$ cat config.mk
export PLATFORM = sky130hd
export DESIGN_NAME = axi_lite_gpio
export DESIGN_NICKNAME = d
export VERILOG_FILES = /design/src/rtl/axi_lite_gpio_pkg.sv /design/src/rtl/gpio_channel.sv /design/src/rtl/axi_lite_gpio.sv
export SDC_FILE = /design/constraint.sdc
export NUM_CORES = 1
export LEC_CHECK = 0
export CELL_PAD_IN_SITES_DETAIL_PLACEMENT = 0
export CELL_PAD_IN_SITES_GLOBAL_PLACEMENT = 1
export CORE_ASPECT_RATIO = 1.75
export CORE_UTILIZATION = 44
export DETAILED_ROUTE_END_ITERATION = 10
export DONT_BUFFER_PORTS = 1
export PLACE_DENSITY_LB_ADDON = 0.3
export RECOVER_POWER = 50
export SYNTH_ARGS = -nofsm -noshare
export SYNTH_HDL_FRONTEND = slang
export SYNTH_SLANG_ARGS = --single-unit
$ cat constraint.sdc
create_clock -name aclk -period 1.7 [get_ports aclk]
set_input_delay 0.34 -clock aclk [delete_from_list [all_inputs] [get_ports aclk]]
set_output_delay 0.34 -clock aclk [all_outputs]
set_load 0.02 [all_outputs]
$ cat src/rtl/axi_lite_gpio_pkg.sv
// Shared constants and types for the AXI4-Lite GPIO controller.
// Register indices are word offsets decoded from addr[3:2].
package axi_lite_gpio_pkg;

    localparam logic [1:0] REG_CH0_DATA = 2'd0;
    localparam logic [1:0] REG_CH0_DIR  = 2'd1;
    localparam logic [1:0] REG_CH1_DATA = 2'd2;
    localparam logic [1:0] REG_CH1_DIR  = 2'd3;

    localparam logic [1:0] RESP_OKAY  = 2'b00;
    localparam logic       DIR_OUTPUT = 1'b1;

    typedef enum logic [1:0] {
        W_IDLE   = 2'd0,
        W_ACCEPT = 2'd1,
        W_RESP   = 2'd2
    } wr_state_t;

    typedef enum logic [1:0] {
        R_IDLE = 2'd0,
        R_ADDR = 2'd1,
        R_DATA = 2'd2
    } rd_state_t;

    function automatic logic [31:0] strb_to_mask(input logic [3:0] strb);
        return {{8{strb[3]}}, {8{strb[2]}}, {8{strb[1]}}, {8{strb[0]}}};
    endfunction

endpackage

$ cat src/rtl/gpio_channel.sv
// One GPIO channel: data/direction registers with byte-strobed writes and pin read-back.
// AXI_LITE_GPIO_SYNC_EN adds a 2-flop input synchronizer ahead of the read mux.
module gpio_channel
    import axi_lite_gpio_pkg::*;
#(
    parameter int WIDTH = 16
) (
    input  logic             aclk,
    input  logic             aresetn,
    input  logic             wr_data,
    input  logic             wr_dir,
    input  logic [31:0]      wdata,
    input  logic [3:0]       wstrb,
    input  logic [WIDTH-1:0] pin_in,
    output logic [WIDTH-1:0] io_o,
    output logic [WIDTH-1:0] io_t,
    output logic [31:0]      rd_data,
    output logic [31:0]      rd_dir
);

    logic [WIDTH-1:0] data_reg;
    logic [WIDTH-1:0] dir_reg;
    logic [WIDTH-1:0] pin_s;
    logic [31:0]      mask;
    logic [31:0]      data_next;
    logic [31:0]      dir_next;
    logic             unused_next_hi;

    always_comb begin
        mask      = strb_to_mask(wstrb);
        data_next = (32'(data_reg) & ~mask) | (wdata & mask);
        dir_next  = (32'(dir_reg) & ~mask) | (wdata & mask);
    end

    // bits above WIDTH are dropped on write
    assign unused_next_hi = ^{data_next, dir_next};

`ifdef AXI_LITE_GPIO_SYNC_EN
    logic [WIDTH-1:0] pin_meta;

    always_ff @(posedge aclk) begin
        if (!aresetn) begin
            pin_meta <= '0;
            pin_s    <= '0;
        end else begin
            pin_meta <= pin_in;
            pin_s    <= pin_meta;
        end
    end
`else
    assign pin_s = pin_in;
`endif

    always_ff @(posedge aclk) begin
        if (!aresetn) begin
            data_reg <= '0;
            dir_reg  <= {WIDTH{~DIR_OUTPUT}};
        end else begin
            if (wr_data) data_reg <= data_next[WIDTH-1:0];
            if (wr_dir)  dir_reg  <= dir_next[WIDTH-1:0];
        end
    end

    assign io_o    = data_reg;
    assign io_t    = dir_reg ^ {WIDTH{DIR_OUTPUT}};
    assign rd_data = 32'((data_reg & dir_reg) | (pin_s & ~dir_reg));
    assign rd_dir  = 32'(dir_reg);

endmodule

$ cat src/rtl/axi_lite_gpio.sv
// AXI4-Lite slave GPIO controller with one or two channels (NUM_CHANNELS).
// Optional input synchronizer: define AXI_LITE_GPIO_SYNC_EN.
//
// state    | meaning
// W_IDLE   | waiting for AWVALID and WVALID together
// W_ACCEPT | AWREADY/WREADY high, register written on this edge
// W_RESP   | BVALID high until BREADY
// R_IDLE   | waiting for ARVALID
// R_ADDR   | ARREADY high, read data captured on this edge
// R_DATA   | RVALID high with stable RDATA until RREADY
module axi_lite_gpio
    import axi_lite_gpio_pkg::*;
#(
    parameter int GPIO_WIDTH_CH0 = 16,
    parameter int GPIO_WIDTH_CH1 = 8,
    parameter int NUM_CHANNELS   = 2,
    parameter int ADDR_WIDTH     = 4
) (
    input  logic                      aclk,
    input  logic                      aresetn,
    input  logic [ADDR_WIDTH-1:0]     s_axi_awaddr,
    input  logic [2:0]                s_axi_awprot,
    input  logic                      s_axi_awvalid,
    output logic                      s_axi_awready,
    input  logic [31:0]               s_axi_wdata,
    input  logic [3:0]                s_axi_wstrb,
    input  logic                      s_axi_wvalid,
    output logic                      s_axi_wready,
    output logic [1:0]                s_axi_bresp,
    output logic                      s_axi_bvalid,
    input  logic                      s_axi_bready,
    input  logic [ADDR_WIDTH-1:0]     s_axi_araddr,
    input  logic [2:0]                s_axi_arprot,
    input  logic                      s_axi_arvalid,
    output logic                      s_axi_arready,
    output logic [31:0]               s_axi_rdata,
    output logic [1:0]                s_axi_rresp,
    output logic                      s_axi_rvalid,
    input  logic                      s_axi_rready,
    input  logic [GPIO_WIDTH_CH0-1:0] gpio_io_i,
    output logic [GPIO_WIDTH_CH0-1:0] gpio_io_o,
    output logic [GPIO_WIDTH_CH0-1:0] gpio_io_t,
    input  logic [GPIO_WIDTH_CH1-1:0] gpio2_io_i,
    output logic [GPIO_WIDTH_CH1-1:0] gpio2_io_o,
    output logic [GPIO_WIDTH_CH1-1:0] gpio2_io_t
);

    wr_state_t   wr_state, wr_next;
    rd_state_t   rd_state, rd_next;
    logic        wr_fire;
    logic [1:0]  wr_sel;
    logic [1:0]  rd_sel;
    logic [31:0] rd_mux;
    logic [31:0] rdata_q;
    logic [31:0] ch0_rd_data, ch0_rd_dir;
    logic [31:0] ch1_rd_data, ch1_rd_dir;
    logic        unused_axi;

    assign unused_axi = ^{s_axi_awprot, s_axi_arprot, s_axi_awaddr, s_axi_araddr};

    always_ff @(posedge aclk) begin
        if (!aresetn) begin
            wr_state <= W_IDLE;
            rd_state <= R_IDLE;
        end else begin
            wr_state <= wr_next;
            rd_state <= rd_next;
        end
    end

    always_comb begin
        wr_next = wr_state;
        case (wr_state)
            W_IDLE:   if (s_axi_awvalid && s_axi_wvalid) wr_next = W_ACCEPT;
            W_ACCEPT: wr_next = W_RESP;
            W_RESP:   if (s_axi_bready) wr_next = W_IDLE;
            default:  wr_next = W_IDLE;
        endcase
    end

    always_comb begin
        rd_next = rd_state;
        case (rd_state)
            R_IDLE:  if (s_axi_arvalid) rd_next = R_ADDR;
            R_ADDR:  rd_next = R_DATA;
            R_DATA:  if (s_axi_rready) rd_next = R_IDLE;
            default: rd_next = R_IDLE;
        endcase
    end

    always_comb begin
        s_axi_awready = 1'b0;
        s_axi_wready  = 1'b0;
        s_axi_bvalid  = 1'b0;
        s_axi_arready = 1'b0;
        s_axi_rvalid  = 1'b0;
        s_axi_bresp   = RESP_OKAY;
        s_axi_rresp   = RESP_OKAY;
        wr_fire       = 1'b0;
        if (wr_state == W_ACCEPT) begin
            s_axi_awready = 1'b1;
            s_axi_wready  = 1'b1;
            wr_fire       = 1'b1;
        end
        if (wr_state == W_RESP) s_axi_bvalid  = 1'b1;
        if (rd_state == R_ADDR) s_axi_arready = 1'b1;
        if (rd_state == R_DATA) s_axi_rvalid  = 1'b1;
    end

    assign wr_sel = s_axi_awaddr[3:2];
    assign rd_sel = s_axi_araddr[3:2];

    gpio_channel #(.WIDTH(GPIO_WIDTH_CH0)) u_ch0 (
        .aclk    (aclk),
        .aresetn (aresetn),
        .wr_data (wr_fire && (wr_sel == REG_CH0_DATA)),
        .wr_dir  (wr_fire && (wr_sel == REG_CH0_DIR)),
        .wdata   (s_axi_wdata),
        .wstrb   (s_axi_wstrb),
        .pin_in  (gpio_io_i),
        .io_o    (gpio_io_o),
        .io_t    (gpio_io_t),
        .rd_data (ch0_rd_data),
        .rd_dir  (ch0_rd_dir)
    );

    generate
        if (NUM_CHANNELS > 1) begin : g_ch1
            gpio_channel #(.WIDTH(GPIO_WIDTH_CH1)) u_ch1 (
                .aclk    (aclk),
                .aresetn (aresetn),
                .wr_data (wr_fire && (wr_sel == REG_CH1_DATA)),
                .wr_dir  (wr_fire && (wr_sel == REG_CH1_DIR)),
                .wdata   (s_axi_wdata),
                .wstrb   (s_axi_wstrb),
                .pin_in  (gpio2_io_i),
                .io_o    (gpio2_io_o),
                .io_t    (gpio2_io_t),
                .rd_data (ch1_rd_data),
                .rd_dir  (ch1_rd_dir)
            );
        end else begin : g_no_ch1
            // absent channel reads 0 and leaves its pins as undriven inputs
            logic unused_gpio2;
            assign unused_gpio2 = ^gpio2_io_i;
            assign gpio2_io_o   = '0;
            assign gpio2_io_t   = '1;
            assign ch1_rd_data  = '0;
            assign ch1_rd_dir   = '0;
        end
    endgenerate

    always_comb begin
        rd_mux = '0;
        case (rd_sel)
            REG_CH0_DATA: rd_mux = ch0_rd_data;
            REG_CH0_DIR:  rd_mux = ch0_rd_dir;
            REG_CH1_DATA: rd_mux = ch1_rd_data;
            REG_CH1_DIR:  rd_mux = ch1_rd_dir;
            default:      rd_mux = '0;
        endcase
    end

    always_ff @(posedge aclk) begin
        if (!aresetn) rdata_q <= '0;
        else if (rd_state == R_ADDR) rdata_q <= rd_mux;
    end

    assign s_axi_rdata = rdata_q;

endmodule

# Yosys cells after proc, flatten, opt, wreduce, memory -nomap -nowiden
# Cells that the tools add are included.
op_classes:
  n_eq_ne: 14
  muxes: 11
  bitwise: 20
  n_reduce_logical: 11
op_table:
  columns: ["operator", "count"]
  rows:
  - ["$pmux 32 s4", 1]
  - ["$and 16x16->16", 4]
  - ["$or 32x32->32", 2]
  - ["$and 16x32->32", 1]
  - ["$and 8x32->32", 1]
  - ["$not 16->16", 2]
  - ["$not 16->32", 1]
  - ["$not 8->32", 1]
  - ["$or 16x16->16", 2]
  - ["$and 8x8->8", 3]
  - ["$or 8x8->8", 2]
  - ["$eq 2x2->1 const B", 6]
  - ["$pmux 2 s3", 2]
  - ["$eq 2x1->1 const B", 4]
  - ["$logic_not 2->1", 4]
  - ["$mux 2", 4]
  - ["$ne 2x2->1 const B", 4]
  - ["$not 8->8", 1]
  - ["$logic_and 1x1->1", 5]
  - ["$mux 1", 4]
  - ["$reduce_and 2->1", 2]
word_totals:
  reg_bits: 84
  elab_cells: 63

# Logic depth before layout (Yosys ltp)
# Gate-level depths: netlist of run 1.
depth:
  ltp_word: 4
  ltp_mapped: 6

# Modules after synthesis
# From an unflattened synthesis of run 1, not the netlist that was laid out.
unflattened:
  hier_cells: 565
  hier_area_um2: 5221.3
modules_own_cells:
  columns: ["module", "instances", "cells_each", "area_per_inst_um2", "seq_area_each_um2"]
  rows:
  - ["axi_lite_gpio", 1, 209, 2122.0, 720.7]
  - ["gpio_channel (u_ch0)", 1, 216, 1904.3, 640.6]
  - ["gpio_channel (g_ch1.u_ch1)", 1, 140, 1194.9, 320.3]

# Worst setup path after synthesis of run 1
# OpenSTA, ideal clock, no wires.
synth_path:
  kind: "register -> output"
  startpoint: "register wr_state[0]"
  endpoint: "output s_axi_wready"
  arrival_ns: 1.014
  t_required_ns: 1.360
  slack_ns: 0.346
  path_stages_with_launch: 3
  n_path_buf: 1
  path_cell_list: "dfxtp_1 nor2b_1 buf_4"
synth_between:
  elab_chain_cells: 2
synth_lines:
  columns: ["element", "line_no", "text"]
  rows:
  - ["start, declared", "axi_lite_gpio.sv:48", "wr_state_t wr_state, wr_next;"]
  - ["start signal, assigned", "axi_lite_gpio.sv:66", "wr_state <= wr_next;"]
  - ["$eq 2x1->1", "axi_lite_gpio.sv:100", "if (wr_state == W_ACCEPT) begin"]
  - ["$mux 1", null, null]
  - ["end, declared", "axi_lite_gpio.sv:28", "output logic s_axi_wready,"]
# Every way passes these cells.

# Worst setup path after layout of run 1
layout_path:
  startpoint: "register rd_state[1]"
  endpoint: "output s_axi_arready"
layout_between:
  elab_chain_cells: 2
layout_lines:
  columns: ["element", "line_no", "text"]
  rows:
  - ["start, declared", "axi_lite_gpio.sv:49", "rd_state_t rd_state, rd_next;"]
  - ["start signal, assigned", "axi_lite_gpio.sv:67", "rd_state <= rd_next;"]
  - ["$eq 2x1->1", "axi_lite_gpio.sv:106", "if (rd_state == R_ADDR) s_axi_arready = 1'b1;"]
  - ["$mux 1", "axi_lite_gpio.sv:106", null]
  - ["end, declared", "axi_lite_gpio.sv:35", "output logic s_axi_arready,"]
# Every way passes these cells.

==> flow_summary_export.csv, run 1 <==
group,metric,value,unit
run_status,status,"completed",
worst_hold_path,hp-class,"input port to flop",
die,dieArea,8070,um^2
synth,syn_area_per_cell,8.56,um^2
sta,finalCriticalPeriod,1.51,ns
worst_setup_path,cp.arrival,1.17,ns
global_route,grt_max_degree,78,
worst_setup_path,crit_required,1.36,ns
global_route,grt_overflow,0,
sta,setup_ws,0.185,ns
clocking,h-tree-depth,3,
synth,synthDistinctLibCells,35,
worst_setup_path,crit_path_start_kind,"flop",
die,core.rowCount,42,
clocking,cts_buffers,9,
final_layout,diodes,0,
pwr,power_density,1020,nW/um^2
detailed_routing,first_iter_violations,142,
place,dpl_worst_slack,0.380,ns
die,initial_core_util,45.1,%
synth,synth.area.mux_share,9.71,%
worst_setup_path,cp_max_fo,6,
global_route,grt_pass1_vias,2697,
detailed_routing,drt-vias-per-instance,5.77,
sta,tightest_slew,0.662,ns
place,dpl.hpwl,6310,um
clocking,clk_pin_slew_worst_paths,0.05,ns
clocking,cts_tree,"built",
final_layout,nFillCells,751,
detailed_routing,wirelength,8900,um
die,die_h,118,um
place,io_buffers,0,
worst_setup_path,r2r_setup_slack,0.37,ns
clocking,holdBufCountCts,0,
worst_setup_path,crit_type,"flop to primary output",
synth,netlist_area,3390,um^2
synth,ys_seq_area_share,40.2,%
sta,fin_setup_tns,0,ns
worst_hold_path,whs_endpoint,"s_axi_rdata[14]",
global_route,grt_pass1_wl,13900,um
die,core_area,7510,um^2
synth,netlist.area_leader.share,40.2,%
synth,postSynthCellCount,396,
final_layout,area_growth,9.38,%
synth,synth_compound_area_share,23.1,%
detailed_routing,vias,2805,
synth,synth_top_area_cell,"dfxtp_1",
detailed_routing,wl_per_cell,18.3,um
place,gp_congestion,0.763,
job,maxCapViolCount,0,
clocking,insertion_delay,0.33,ns
final_layout,multiInputGateArea,1700,um^2
worst_hold_path,hold_depth,1,
worst_hold_path,hp-start,"s_axi_araddr[3]",
pwr,vdd_drop_max,0.000511,V
worst_setup_path,reg2regPathDepth,6,
global_route,antenna_found_initial,0,
sta,fin_worst_skew,0.00503,ns
worst_setup_path,r2r-end,"s_axi_rdata[5]",
sta,rsz0062_at_grt,"no",
synth,synth.area.top_cells,"dfxtp_1, o21ai_0, a21boi_0, buf_4, mux2_2",
synth,synthSimpleGateAreaFrac,15.1,%
global_route,grt_usage,23.5,%
sta,finalHoldViolations,0,
detailed_routing,first_pass_iters,4,
sta,fmax,660,MHz
die,io_pins,170,
detailed_routing,ant_nets,0,
sta,slew_violations,0,
detailed_routing,drc,0,
sta,fin_crit_sh,89.1,%
synth,synth_top_family_by_area,"compound AO/OA/AOI/OAI gates",
clocking,root_buffer,"clkbuf_16",
worst_setup_path,worstReg2RegStart,"rd_state[1]",
clocking,cts_sinks,68,
pwr,p_leak,1.34,nW
synth,synth-adder-area-share,0,%
final_layout,drive_gt1_share,12.1,%
synth,synth_xor_area_share,0,%
synth,synth_seq_cells,68,
clocking,clockBufferDepth,2,
die,fp.dieW,68.3,um
synth,yosysWarnings,0,
sta,max-slew-margin-rel,55.8,%
final_layout,seq_area,1360,um^2
final_layout,finalNetCount,475,
worst_setup_path,endpoint_kind,"primary output",
sta,setup_viol,0,
[through the flow]
step / instance area [um^2] / total power [W] / util, % / hold WS, ns / instances
5_1_grt: 3710 / 0.00393 / 49.3 / 0.100 / 486
2_1_floorplan: 3460 / 0.00200 / - / 0.403 / 415
6_report: 3710 / 0.00379 / 49.3 / 0.110 / 486
3_3_place_gp: 3390 / 0.00200 / 45.1 / 0.409 / 467
3_5_place_dp: 3390 / 0.00200 / 45.1 / 0.416 / 467
4_1_cts: 3680 / 0.00382 / 48.9 / 0.0988 / 482
[cell usage after synthesis (all sizes together)]
master,count
a21boi,32
a21o,8
a21oi,8
a221oi,15
and2,1
and2b,1
and3b,2
buf,36
clkbuf,14
conb,1
dfxtp,68
inv,26
mux2,15
mux2i,16
nand2,26
nand2b,1
nand3,34
nand3b,2
nand4b,1
nor2,10
nor2b,7
nor3,1
nor3b,1
o21a,2
o21ai,56
o31a,1
o31ai,1
or2,1
or2b,1
or3b,8
[final cells by class]
type | count | area share (%)
multi-input cells | 271 | 46.0
flip-flops and latches | 68 | 36.7
clock buffers | 13 | 6.75
repair buffers | 18 | 3.91
well taps | 88 | 2.97
inverters | 26 | 2.73
clock inverters | 2 | 0.945
[placed cells by master, fill, tap and decap left out, types with 2 or more instances in the layout]
cell,netlist,layout
conb_1,1,20
clkbuf_16,0,9
a21oi_1,8,8
mux2_2,15,15
o21a_1,2,2
nand3b_1,2,2
nor2_1,10,10
buf_4,27,16
nor2b_1,7,7
a21o_1,8,8
nand2_1,26,26
mux2i_1,16,16
a221oi_1,15,15
inv_1,26,25
dfxtp_1,68,68
and3b_1,2,2
a21boi_1,3,3
or3b_1,8,8
nand3_1,33,33
o21ai_0,56,56
a21boi_0,29,29
clkbuf_1,10,3
[how the worst max path moves through the flow]
stage / from / end / slack, ns / cells past startpoint
after global routing: rd_state[1] / s_axi_arready / 0.10 / 3
after detailed placement: s_axi_araddr[3] / s_axi_rdata[4] / 0.38 / 3
after floorplan: wr_state[0] / s_axi_wready / 0.35 / 2
final: rd_state[1] / s_axi_arready / 0.19 / 3
after global placement: s_axi_araddr[3] / s_axi_rdata[7] / 0.38 / 3
after CTS: rd_state[1] / s_axi_arready / 0.07 / 3
[critical path, cell delays in order (launching register included)]
cell	delay [ns]
dfxtp_1	0.33
nand2b_1	0.17
clkinvlp_4	0.18
buf_12	0.17
[logic make-up (layout without fill, tap and decap cells)]
family          after synthesis  after routing
compound gates              123            123
flops                        68             68
simple gates                 97             97
other cells                   1             20
buf+inv                      76             59
mux                          31             31
[report_power, final]
part / switching, W / total, W / internal (W)
registers: 0.0000653 / 0.00170 / 0.00163
clock network: 0.000647 / 0.00181 / 0.00117
logic: 0.000168 / 0.000276 / 0.000108
[layer usage]
metal / routed length [um] / GRT usage, %
met2: 4830 / 40.8
met5: 0 / 0
met1: 3330 / 24.7
met3: 612 / 8.53
met4: 127 / 8.72
[timing repair]
item / in CTS / in global routing
resized for setup: 0 / 1
buffers inserted: 0 / 4
endpoints found under the setup margin: 0 / 1
Power figures use the tool's default switching activity.
==> run 2: changes to the inputs <==
--- a/config.mk
+++ b/config.mk
@@ -13,6 +13,7 @@
 export DONT_BUFFER_PORTS = 1
 export PLACE_DENSITY_LB_ADDON = 0.3
 export RECOVER_POWER = 50
+export SLEW_MARGIN = 25
 export SYNTH_ARGS = -nofsm -noshare
 export SYNTH_HDL_FRONTEND = slang
 export SYNTH_SLANG_ARGS = --single-unit
==> results of run 2 <==
The final DEF is identical to that of run 1; final timing and power are the same.
